### src/rtl/mips_timer.sv
// Memory-mapped countdown timer (CTRL/PRESET/COUNT/PRESCALE) driving the core's irq input.
// Optional prescaler: define MIPS_TIMER_PRESCALE_EN to enable the PRESCALE register at offset 3.
module mips_timer #(
   parameter logic [31:0] BASE = 32'h0000_7F00
) (
   input  logic        clk,
   input  logic        reset,
   input  logic [31:0] addr,
   input  logic [3:0]  byteen,
   input  logic [31:0] wdata,
   output logic [31:0] rdata,
   output logic        irq
);

   localparam logic [1:0] S_IDLE = 2'd0;
   localparam logic [1:0] S_LOAD = 2'd1;
   localparam logic [1:0] S_CNT  = 2'd2;
   localparam logic [1:0] S_INT  = 2'd3;

   localparam logic [1:0] OFF_CTRL   = 2'd0;
   localparam logic [1:0] OFF_PRESET = 2'd1;
   localparam logic [1:0] OFF_COUNT  = 2'd2;
   localparam logic [1:0] OFF_PSCL   = 2'd3;

   logic        r_en;
   logic [1:0]  r_mode;
   logic        r_im;
   logic [31:0] r_preset;
   logic [31:0] r_count;
   logic        r_flag;
   logic [1:0]  r_state;

   logic        w_sel;
   logic        w_wr;
   logic [1:0]  w_off;
   logic        w_wr_ctrl;
   logic        w_wr_preset;
   logic        w_auto;
   logic        w_tick;
   logic [31:0] w_pscl_rd;

   function automatic logic [31:0] merge_bytes(input logic [31:0] old_v,
                                               input logic [31:0] new_v,
                                               input logic [3:0]  be);
      logic [31:0] res;
      res = old_v;
      for (int i = 0; i < 4; i++)
         if (be[i]) res[8*i +: 8] = new_v[8*i +: 8];
      return res;
   endfunction

   assign w_sel       = ((addr & ~32'hF) == BASE);
   assign w_off       = addr[3:2];
   assign w_wr        = w_sel && (|byteen);
   assign w_wr_ctrl   = w_wr && (w_off == OFF_CTRL);
   assign w_wr_preset = w_wr && (w_off == OFF_PRESET);
   assign w_auto      = (r_mode == 2'b01);
   assign irq         = r_im & r_flag;

`ifdef MIPS_TIMER_PRESCALE_EN
   logic [15:0] r_prescale;
   logic [15:0] r_pcnt;
   logic        w_wr_pscl;
   logic [31:0] w_pscl_new;

   assign w_wr_pscl  = w_wr && (w_off == OFF_PSCL);
   assign w_pscl_new = merge_bytes({16'h0, r_prescale}, wdata, byteen);
   assign w_tick     = (r_pcnt == r_prescale);
   assign w_pscl_rd  = {16'h0, r_prescale};

   // Prescale counter only runs while CNT is actually decrementing a nonzero COUNT.
   always_ff @(posedge clk) begin
      if (!reset) begin
         r_prescale <= 16'h0;
         r_pcnt     <= 16'h0;
      end else begin
         if (w_wr_pscl) r_prescale <= w_pscl_new[15:0];
         if (r_state == S_IDLE || r_state == S_LOAD)
            r_pcnt <= 16'h0;
         else if (r_state == S_CNT && r_en && r_count != 32'h0)
            r_pcnt <= w_tick ? 16'h0 : r_pcnt + 16'h1;
      end
   end
`else
   assign w_tick    = 1'b1;
   assign w_pscl_rd = 32'h0;
`endif

   // Statement order matters: write-clear of the flag precedes the FSM set,
   // and the CTRL bus write follows the FSM's EN clear, so set and bus win respectively.
   always_ff @(posedge clk) begin
      if (!reset) begin
         r_en     <= 1'b0;
         r_mode   <= 2'b00;
         r_im     <= 1'b0;
         r_preset <= 32'h0;
         r_count  <= 32'h0;
         r_flag   <= 1'b0;
         r_state  <= S_IDLE;
      end else begin
         if (w_wr_ctrl || w_wr_preset) r_flag <= 1'b0;
         case (r_state)
            S_IDLE: if (r_en) r_state <= S_LOAD;
            S_LOAD: begin
               r_count <= r_preset;
               r_state <= S_CNT;
            end
            S_CNT: begin
               if (!r_en) begin
                  r_state <= S_IDLE;
               end else if (r_count == 32'h0) begin
                  r_state <= S_INT;
                  r_flag  <= 1'b1;
               end else if (w_tick) begin
                  r_count <= r_count - 32'h1;
               end
            end
            default: begin
               if (w_auto) begin
                  r_state <= S_LOAD;
                  r_flag  <= 1'b0;
               end else begin
                  r_state <= S_IDLE;
                  r_en    <= 1'b0;
               end
            end
         endcase
         if (w_wr_ctrl && byteen[0]) begin
            r_en   <= wdata[0];
            r_mode <= wdata[2:1];
            r_im   <= wdata[3];
         end
         if (w_wr_preset) r_preset <= merge_bytes(r_preset, wdata, byteen);
      end
   end

   always_comb begin
      rdata = 32'h0;
      if (w_sel) begin
         case (w_off)
            OFF_CTRL:   rdata = {28'h0, r_im, r_mode, r_en};
            OFF_PRESET: rdata = r_preset;
            OFF_COUNT:  rdata = r_count;
            default:    rdata = w_pscl_rd;
         endcase
      end
   end

endmodule

### config.mk
export PLATFORM = sky130hd
export DESIGN_NAME = mips_timer
export DESIGN_NICKNAME = d
export VERILOG_FILES = /design/src/rtl/mips_timer.sv
export SDC_FILE = /design/constraint.sdc
export NUM_CORES = 1
export LEC_CHECK = 0
export ABC_CLOCK_PERIOD_IN_PS = 3780
export BUFFER_PORTS_ARGS = -buffer_cell sky130_fd_sc_hd__buf_2
export CORE_MARGIN = 4
export CORE_UTILIZATION = 58
export CTS_CLUSTER_DIAMETER = 150
export CTS_CLUSTER_SIZE = 40
export DETAILED_ROUTE_END_ITERATION = 7
export GPL_TIMING_DRIVEN = 0
export PLACE_DENSITY = 0.85
export SETUP_SLACK_MARGIN = 0.4
export SYNTH_ARGS = -nofsm -noshare
export SYNTH_HDL_FRONTEND = slang
export SYNTH_SLANG_ARGS = --single-unit
### constraint.sdc
create_clock -name clk -period 3.78 [get_ports clk]
set_clock_uncertainty 0.1 [all_clocks]
set_input_delay 0.756 -clock clk [delete_from_list [all_inputs] [get_ports clk]]
set_output_delay 0.756 -clock clk [all_outputs]
set_load 0.005 [all_outputs]
[Word-level counts from Yosys, hierarchy flattened]
Cells that the tools add are included.
Word-level totals
  register bits after elaboration: 71
  bits of input ports: 70
  output and inout port bits: 33
  word-level logic and storage cells: 61
Operators by class
  add/subtract/negate cells: 1
  equality and inequality tests: 12
  mux-type cells: 18
  bitwise operators: 1
  reduce and logical (&&, ||, !) cells: 19
Operators by type and width (count)
  32-bit 2-to-1 mux: 3
  32-bit one-hot mux with 3 select lines: 1
  32-bit one-hot mux with 2 select lines: 1
  32-bit logical NOT: 1
  32-bit by 1-bit subtractor with 32-bit output, second input constant: 1
  28-bit by 11-bit == test with 1-bit output, second input constant: 1
  2-bit AND reduction: 6
  1-bit 2-to-1 mux: 8
  2-bit by 1-bit == test with 1-bit output, second input constant: 3
  2-bit 2-to-1 mux: 3
  2-bit != test, second input constant: 3
  2-bit one-hot mux with 3 select lines: 1
  2-bit == test, second input constant: 2
  1-bit logical AND: 4
  2-bit logical NOT: 2
  2-bit by 1-bit != test with 1-bit output, second input constant: 2
  4-bit OR reduction: 1
  3-bit != test, second input constant: 1
  3-bit AND reduction: 1
  3-bit OR reduction: 1
  1-bit one-hot mux with 2 select lines: 1
  2-bit nonzero test: 1
  2-bit OR reduction: 1
  1-bit AND: 1
  1-bit logical OR: 1

[Longest topological paths before layout]
Gate-level depths: netlist of run 1.
  depth after elaboration: 8
  depth in mapped cells: 8
  mapped depth without buffers: 8

[Least setup slack after synthesis of run 1]
Ideal clock, no wire load.
  path type: input-to-output
  from: input addr[5]
  to: output rdata[10]
  arrival time: 2.228 ns
  required time: 2.924 ns
  slack: 0.696 ns
  cell stages on the path: 6
  buffers on the path: 2
  cell sequence: nor4_1 > nand4_1 > or4_1 > buf_2 > clkbuf_1 > nor2_1
On the way
  cells in the longest elaborated chain, start to end: 2
Ends and longest elaborated chain
  start, declared: line 8  | input logic [31:0] addr,
  28-bit by 11-bit == test with 1-bit output: line 52  | assign w_sel = ((addr & ~32'hF) == BASE);
  32-bit 2-to-1 mux: line 139  | if (w_sel) begin
  end, declared: line 11  | output logic [31:0] rdata,
Every way passes these cells.

[Worst setup path in the final report of run 1]
  from: input addr[5]
  to: output rdata[7]
The elaborated chain is that of the path after synthesis.

==> metrics.cfg, run 1 <==
[grt]
gr-usage-all-layers = 0.337
globalRouteOverflowTotal = 0
maximum_number_of_pins_on_one_net_before_global_route_repair = 13
first_global_vias = 4657
first_pass_grt_wire_length_um = 23400
antenna_violations_before_repair = 0

[worst_setup_path]
worst-endpoint-required_ps = 2920
critPathKind = in2out
cpMaxStageDelayCell = or4_4
worst_path_most_repeated_cell = buf_2
path_depth = 8
worstReg2RegEnd = r_count[16]
worst-r2r-cell-count = 7
cp-endpoint = rdata[7]
critical_path.startpoint = addr[5]
r2r_slack_ps = 760
start_kind = input port
worst_r2r_startpoint = r_count[9]
critPathCaptureType = output port
critPathBufInv = 4
critPathTopFamily = simple AND/OR/NAND/NOR gates
critical_path.cell_chain = buf_2 > nor4_2 > nand4_1 > or4_4 > buf_6 > buf_2 > nor2_1 > buf_2
worstPathMaxFanout = 10
crit_arrival_ps = 2450
cpPeakStageDelay_ps = 560

[routing]
drc_errors = 0
viasPerCell = 6.33
dr.pass1.iters = 6
route.final.wire_length_um = 14500
ant_nets = 0
drt_iter0_drc = 435
route.detailed.wl_per_inst_um = 19.1
dr_total_vias = 4819

[sta]
maxSlewViolCount = 0
hold_violations = 0
final_period_minus_worst_setup_slack_ps = 3310
finalSetupViolCount = 0
fin_worst_hold_slack_ps = 399
clock.fmax_ghz = 0.302
fin_ws_ps = 472
post-route-period-util = 0.875
slew_headroom = 0.252
worst-slew-pin-transition_ps = 1110
grt_setup_unrepaired = no
setup_total_negative_slack_ps = 0

[clocking]
clk_latency_ps = 360
htree_num_levels = 3
clk_root_buffer_cell = clkbuf_8
cts.hold.buffers_added = 0
post_cts.repair.setup_buffers = 0
clk_path_buf_depth = 2
clk_pin_slew_worst_paths_ps = 70
cts_tree = yes
cts-buffers-inserted = 9
clock-sinks = 71

[synth]
number_of_enable_type_register_cells_in_the_synthesized_netlist = 0
synth_flop_cell = dfxtp_1
yosysSeqAreaShare = 0.330
library_cell_with_the_highest_instance_count_after_synthesis = dfxtp_1
yosys-top-cells-count = 71 x dfxtp_1, 60 x nor2_1, 58 x nand2_1
synth_area_per_cell_um2 = 7.84
synth_async_sr_flop_share = 0
netlist-cell-type-count = 51
post_syn_instances = 549
synth_area_um2 = 4300
synth.area.top_cells = dfxtp_1 33%, mux2i_1 9.1%, nor2b_1 6.0%
synth_largest_area_cell = dfxtp_1
synth_top_area_frac = 0.330
ys_ff_latch = 71
yosysWarnings = 0
synthesis.nets = 621

[job]
maxCapViolCount = 0

[die]
num_rows = 31
boundaryPins = 103
core_region_area_um2 = 7210
die_width_um = 94.1
die-area_um2 = 8860
floorplan.die.height_um = 94.1
starting_utilization_of_the_core_area = 0.596

[cells_and_area]
instances_no_fill = 761
layout.core_utilization = 0.716
layout.cell_area.non_filler_um2 = 5160
nets = 729
drive_gt1_frac = 0.218
area_growth_syn_to_layout_pct = 20.0
num_antenna_cells = 0

[power]
leakagePower_nw = 1.98
report.power.total_mw = 1.54
vdd.ir_drop.worst_v = 0.000235
p_per_area_nw_per_um2 = 298

[place]
gp_routability_congestion = 0.956
port_buffers = 97
pre_cts_slack_ps = 226
dpl_cell_area_um2 = 4910
dp_hpwl_um = 10500
placed_cells = 745

[run_status]
run_status = finished, final reports clean

[worst_hold_path]
timing.hold.worst.class = reg2reg

## report_power, final
group	switching [mW]	total, mW	internal (mW)	leakage [nW]
clock network	0.307	0.697	0.390	0.110
logic	0.0535	0.0932	0.0396	1.30
registers	0.000000000240	0.747	0.747	0.571
total	0.361	1.54	1.18	1.98
## what timing repair did
| action | 4_1_cts | 5_1_grt |
|---|---|---|
| endpoints found under the setup margin | 30 | 31 |
| pin swaps | 0 | 0 |
| hold endpoints to repair | 0 | 0 |
| gates resized for setup | 7 | 15 |
## worst min-delay path by stage
stage                      start  endpoint  slack [ps]  cells after the start
after floorplan           r_flag    r_flag         340                      2
after global placement    r_flag    r_flag         360                      2
after detailed placement  r_flag    r_flag         380                      2
after CTS                 r_flag    r_flag         390                      2
after global routing      r_flag    r_flag         440                      2
final                     r_flag    r_flag         400                      2
## area by class of cell
cell class / count / area (µm²)
Buffer: 44 / 204
Clock buffer: 11 / 141
Clock inverter: 5 / 81.3
Fill cell: 616 / 2050
Inverter: 8 / 30.0
Multi-Input combinational cell: 426 / 2680
Sequential cell: 71 / 1420
Tap cell: 99 / 124
Timing Repair Buffer: 97 / 485
## routing by layer
metal  GRT usage  part of all wire  up-vias
met5           0                 0        -
met1       0.427              0.39     2278
met3      0.0713             0.099       48
met4       0.138             0.036        0
met2       0.554              0.47      282
li1            -                 -     2211
## kinds of logic (layout without fill, tap and decap cells)
family,after synthesis,in the layout,synth area share
adder cells (fa/ha/maj),2,2,0.00582
AO/OA/AOI/OAI,139,139,0.218
buffers and inverters,52,165,0.0497
AND/OR/NAND/NOR,246,246,0.305
multiplexers,39,39,0.0907
flip-flops,71,71,0.330
## placed cells by master, fill, tap and decap left out, types with 4 or more instances in the layout
cell,n
clkbuf_1,30
o21ai_1,6
inv_1,8
a22o_1,4
nand2b_1,4
nor4_1,12
o21a_1,4
nor2_1,60
o41ai_1,6
nor2b_1,41
o31ai_1,6
a21boi_0,4
or3_1,6
nand3_1,22
nand2_1,58
nor3_1,10
a21oi_1,28
a22oi_1,32
mux2i_1,39
nor3_4,4
o21ai_0,18
clkbuf_2,6
clkbuf_8,10
or4_1,7
buf_2,101
dfxtp_1,71
a31oi_1,6
a31o_2,6
o211ai_1,11
## worst min-delay path, delay by kind of cell (launching register included)
family             cells  cell delay [ps]
AOI/OAI and AO/OA      2              140
DFF                    1              320
## flip-flops by register name, indices dropped and copies added, names as in the netlist
name	count
r_count	32
r_en	1
r_flag	1
r_im	1
r_mode	2
r_preset	32
r_state	2
No activity file was read; power rests on OpenSTA's default activity.
==> run 2: changes to the inputs <==
--- a/config.mk
+++ b/config.mk
@@ -14,4 +14,5 @@
 export DETAILED_ROUTE_END_ITERATION = 7
 export GPL_TIMING_DRIVEN = 0
+export MAX_ROUTING_LAYER = met4
 export PLACE_DENSITY = 0.85
 export SETUP_SLACK_MARGIN = 0.4
==> constraint.sdc (replaced) <==
create_clock -name clk -period 3.78 [get_ports clk]
set_clock_uncertainty 0.1 [all_clocks]
set_input_delay 0.567 -clock clk [delete_from_list [all_inputs] [get_ports clk]]
set_output_delay 0.567 -clock clk [all_outputs]
set_load 0.005 [all_outputs]
==> metrics.cfg, run 2 (synthesis gave the netlist of run 1 again) <==
[clocking]
cts-buffers-inserted = 9
clk_pin_slew_worst_paths_ps = 80
cts_tree = yes
clk_latency_ps = 360
post_cts.resized_instances = 0
clk_path_buf_depth = 2
htree_num_levels = 3
cts.hold.buffers_added = 0
post_cts.repair.setup_buffers = 0
clk_root_buffer_cell = clkbuf_8
clock-sinks = 71

[grt]
gr-usage-all-layers = 0.341
globalRouteOverflowTotal = 0
first_pass_grt_wire_length_um = 22700
maximum_number_of_pins_on_one_net_before_global_route_repair = 14
antenna_violations_before_repair = 0
first_global_vias = 4562

[sta]
final_period_minus_worst_setup_slack_ps = 3220
grt_setup_unrepaired = no
maxSlewViolCount = 0
post-route-period-util = 0.852
clock.fmax_ghz = 0.311
finalSetupViolCount = 0
hold_violations = 0
slew_headroom = 0.306
worst-slew-pin-transition_ps = 1030
setup_total_negative_slack_ps = 0

[die]
num_rows = 31
starting_utilization_of_the_core_area = 0.596
die-area_um2 = 8860
core_region_area_um2 = 7210
floorplan.die.height_um = 94.1
boundaryPins = 103
die_width_um = 94.1

[routing]
viasPerCell = 6.26
dr_total_vias = 4765
detailroute.wirelength.met2_um = 6840
route.final.wire_length_um = 14500
topRoutingLayerUsed = met4
route.detailed.wl_per_inst_um = 19.0
met3_wirelength_um = 1290
detail_route.wirelength.met1_um = 5850
drt_iter0_drc = 479
ant_nets = 0
drc_errors = 0
dr.pass1.iters = 7

[place]
dp_hpwl_um = 10600
gp_routability_congestion = 0.960
port_buffers = 97
dpl_cell_area_um2 = 4910

[worst_setup_path]
critPathTopFamily = simple AND/OR/NAND/NOR gates
critPathCaptureType = output port
cpPeakStageDelay_ps = 570
crit_arrival_ps = 2550
critPathBufInv = 4
path_depth = 8
worst-endpoint-required_ps = 3110
worst_path_most_repeated_cell = buf_2
start_kind = input port
worstPathMaxFanout = 10
critPathKind = in2out
critical_path.cell_chain = buf_2 > nor4_1 > nand4_1 > or4_1 > buf_2 > clkbuf_1 > nor2_1 > buf_2
worst-r2r-cell-count = 7
cpMaxStageDelayCell = or4_1

[cells_and_area]
num-fill-cells = 624
area_growth_syn_to_layout_pct = 18.4
final_cell_mix = 100 x buf_2, 71 x dfxtp_1, 60 x nor2_1, 58 x nand2_1, 41 x nor2b_1
nets = 729
num_antenna_cells = 0
drive_gt1_frac = 0.202
layout.cell_area.non_filler_um2 = 5090
largestRegisters = r_count x32, r_preset x32
final_common_cell = buf_2

[power]
net-switching-power_uw = 366
p_clk_frac = 0.405
power_switching_share = 0.260
p_per_area_nw_per_um2 = 277
p_int_mw = 1.04
vdd.ir_drop.worst_v = 0.000210
power.sequential.fraction = 0.530
combinational_share_of_power = 0.065
leakagePower_nw = 1.93

[run_status]
run_status = finished, final reports clean

[worst_hold_path]
worstHoldPathCells = 3
timing.hold.worst.class = in2reg

[job]
maxCapViolCount = 0

## run 2: cell type report
| class | count | area, µm² | share of cell area |
|---|---|---|---|
| Inverter | 8 | 30.0 | 0.00590 |
| Buffer | 44 | 184 | 0.0361 |
| Clock buffer | 10 | 138 | 0.0270 |
| Timing Repair Buffer | 97 | 485 | 0.0953 |
| Tap cell | 99 | 124 | 0.0243 |
| Sequential cell | 71 | 1420 | 0.279 |
| Clock inverter | 6 | 45.0 | 0.00884 |
| Multi-Input combinational cell | 426 | 2670 | 0.523 |
## run 2: worst paths after layout
kind | slack (ps) | to | from
worst max-delay path | 560 | rdata[12] | addr[5]
worst min-delay path | 360 | r_preset[8] | wdata[8]
worst max register to register | 820 | r_count[23] | r_count[9]
worst min register to register | 390 | r_flag | r_flag
## run 2: routing by layer
metal | track usage | vias up
met5 | - | -
met4 | 0.142 | 0
met3 | 0.0689 | 47
met2 | 0.542 | 283
met1 | 0.424 | 2223
li1 | - | 2212
## run 2: tightest hold or removal path: stages
cell	delay, ps
buf_2	70
mux2i_1	60
nor2b_1	90
## run 2: through the flow
step,utilization,hold WS [ps],worst slack (ps),total power [mW],std cells
2_1_floorplan,-,335,1070,0.803,549
4_1_cts,0.706,359,590,1.42,761
5_1_grt,0.706,371,420,1.45,761
6_report,0.706,362,560,1.41,761
3_3_place_gp,0.681,360,679,0.853,745
3_5_place_dp,0.681,381,603,0.855,745
## run 2: power groups by stage
stage | clock [mW] | sequential, mW | combinational (mW)
after global placement | 0 | 0.765 | 0.0880
after floorplan | 0 | 0.765 | 0.0379
after detailed placement | 0 | 0.765 | 0.0906
after CTS | 0.580 | 0.747 | 0.0908
after global routing | 0.603 | 0.747 | 0.0980
final | 0.571 | 0.747 | 0.0917
==> run 3: changes to the inputs <==
- ABC_CLOCK_PERIOD_IN_PS: 3780 -> 3200
- CORE_UTILIZATION: 58 -> 54
- PLACE_DENSITY: 0.85 -> 0.8
- clock period: 3.78 -> 3.2 ns (I/O delays scaled with it)
==> metrics.cfg, run 3 (synthesis gave the netlist of run 1 again) <==
[cells_and_area]
layout.cell_area.non_filler_um2 = 5250
final_cell_mix = 103 x buf_2, 71 x dfxtp_1, 58 x nor2_1, 58 x nand2_1, 41 x nor2b_1
nets = 734
area_growth_syn_to_layout_pct = 22.1
instances_no_fill = 770
largestRegisters = r_count x32, r_preset x32
drive_gt1_frac = 0.235
final_common_cell = buf_2

[job]
maxCapViolCount = 0

[worst_setup_path]
worstReg2RegEnd = r_count[18]
critPathCaptureType = output port
crit_arrival_ps = 2170
critPathTopFamily = simple AND/OR/NAND/NOR gates
critical_path.cell_chain = buf_2 > nor4_4 > nand4_1 > or4_4 > buf_8 > buf_2 > nor2_1 > buf_2
r2r_slack_ps = 510
worst_path_most_repeated_cell = buf_2
cpPeakStageDelay_ps = 570
cpMaxStageDelayCell = or4_4
worstPathMaxFanout = 10
worst_r2r_startpoint = r_count[0]
worst-endpoint-required_ps = 2620
critPathKind = in2out
critPathBufInv = 4
worst-r2r-cell-count = 8
start_kind = input port

[sta]
worst-slew-pin-transition_ps = 718
clock.fmax_ghz = 0.364
hold_violations = 0
finalSetupViolCount = 0
grt_setup_unrepaired = no
final_period_minus_worst_setup_slack_ps = 2750
maxSlewViolCount = 0
setup_total_negative_slack_ps = 0
slew_headroom = 0.517
fin_worst_hold_slack_ps = 258
post-route-period-util = 0.858

[grt]
met3_track_usage_gr = 0.0617
antenna_violations_before_repair = 1
first_pass_grt_wire_length_um = 22900
grt_util_met2 = 0.481
gr-usage-all-layers = 0.304
first_global_vias = 4584
globalRouteMet1Util = 0.379
maximum_number_of_pins_on_one_net_before_global_route_repair = 14
globalRouteOverflowTotal = 0
busiest_layer = met2

[worst_hold_path]
timing.hold.worst_endpoint = r_preset[23]
timing.hold.worst.class = in2reg
worstHoldPathCells = 3
hp-start = wdata[23]

[die]
core_region_area_um2 = 7730
floorplan.die.height_um = 97.3
num_rows = 32
die_width_um = 97.3
die-area_um2 = 9460
starting_utilization_of_the_core_area = 0.557
boundaryPins = 103

[power]
vdd.ir_drop.worst_v = 0.000214
p_per_area_nw_per_um2 = 348
leakagePower_nw = 2.02

[run_status]
run_status = finished, final reports clean

[routing]
drt_iter0_drc = 417
route.detailed.wl_per_inst_um = 18.7
dr.pass1.iters = 6
route.final.wire_length_um = 14400
ant_nets = 0
viasPerCell = 6.24
drc_errors = 0
dr_total_vias = 4804

[clocking]
clk_path_buf_depth = 2
cts-buffers-inserted = 9
htree_num_levels = 3
clk_latency_ps = 370
clock-sinks = 71
clk_root_buffer_cell = clkbuf_8
cts_tree = yes
clk_pin_slew_worst_paths_ps = 90
cts.hold.buffers_added = 0

[place]
dpl_cell_area_um2 = 4910
port_buffers = 97
placed_cells = 748
dp_hpwl_um = 10400
gp_routability_congestion = 0.976

[run 3: changes by cell type in the layout (fill, tap and decap cells not counted), sizes merged]
cell | before | now
diode | 0 | 1
bufinv | 0 | 2
clkinvlp | 3 | 1
clkbuf | 48 | 43
buf | 103 | 113
[run 3: worst max path at each step]
stage / from / to / slack, ps / cells past startpoint
3_3_place_gp: addr[5] / rdata[12] / 240 / 8
5_1_grt: addr[5] / rdata[8] / 390 / 8
4_1_cts: r_count[5] / r_count[16] / 410 / 7
3_5_place_dp: addr[5] / rdata[18] / 140 / 8
2_1_floorplan: addr[5] / rdata[10] / 670 / 6
6_report: addr[5] / rdata[21] / 450 / 8
[run 3: through the flow]
stage                     setup WS [ps]  power (mW)  utilization
after floorplan                     668       0.948            -
after global placement              242        1.01        0.636
after detailed placement            139        1.01        0.636
after CTS                           408        1.82        0.670
after global routing                386        1.88        0.680
final                               453        1.83        0.680
[run 3: worst reg2reg max path: stages, from the launching register on]
cell and delay, ps:
dfxtp_1 370, inv_1 120, ha_1 260, or4b_1 560, nor2_2 320, nand2_1 180, or4_1 420, a21oi_1 150
o21ai_1 90
[run 3: cell type report]
cell class,count,area (µm²)
multi-input cells,426,2710
fillers,685,2470
flip-flops and latches,71,1420
repair buffers,102,523
plain buffers,44,213
clock buffers,10,128
well taps,102,128
clock inverters,6,93.8
inverters,8,30.0
diodes,1,2.50
[run 3: power by group]
group	total (mW)	leakage [nW]	internal [mW]	switching, mW
clock network	0.839	0.107	0.445	0.394
logic	0.109	1.34	0.0469	0.0622
registers	0.882	0.571	0.882	0.000000000289
[run 3: repair_timing]
| action | CTS | global route |
|---|---|---|
| gates cloned | 0 | 0 |
| setup buffers | 2 | 3 |
| gates resized for setup | 12 | 23 |
| pin swaps | 1 | 1 |
| endpoints found under the setup margin | 58 | 51 |
[run 3: routing by layer]
layer,routed length [µm],up-vias
met4,420,0
met5,0,-
met3,1460,44
li1,-,2227
met2,6750,278
met1,5760,2255
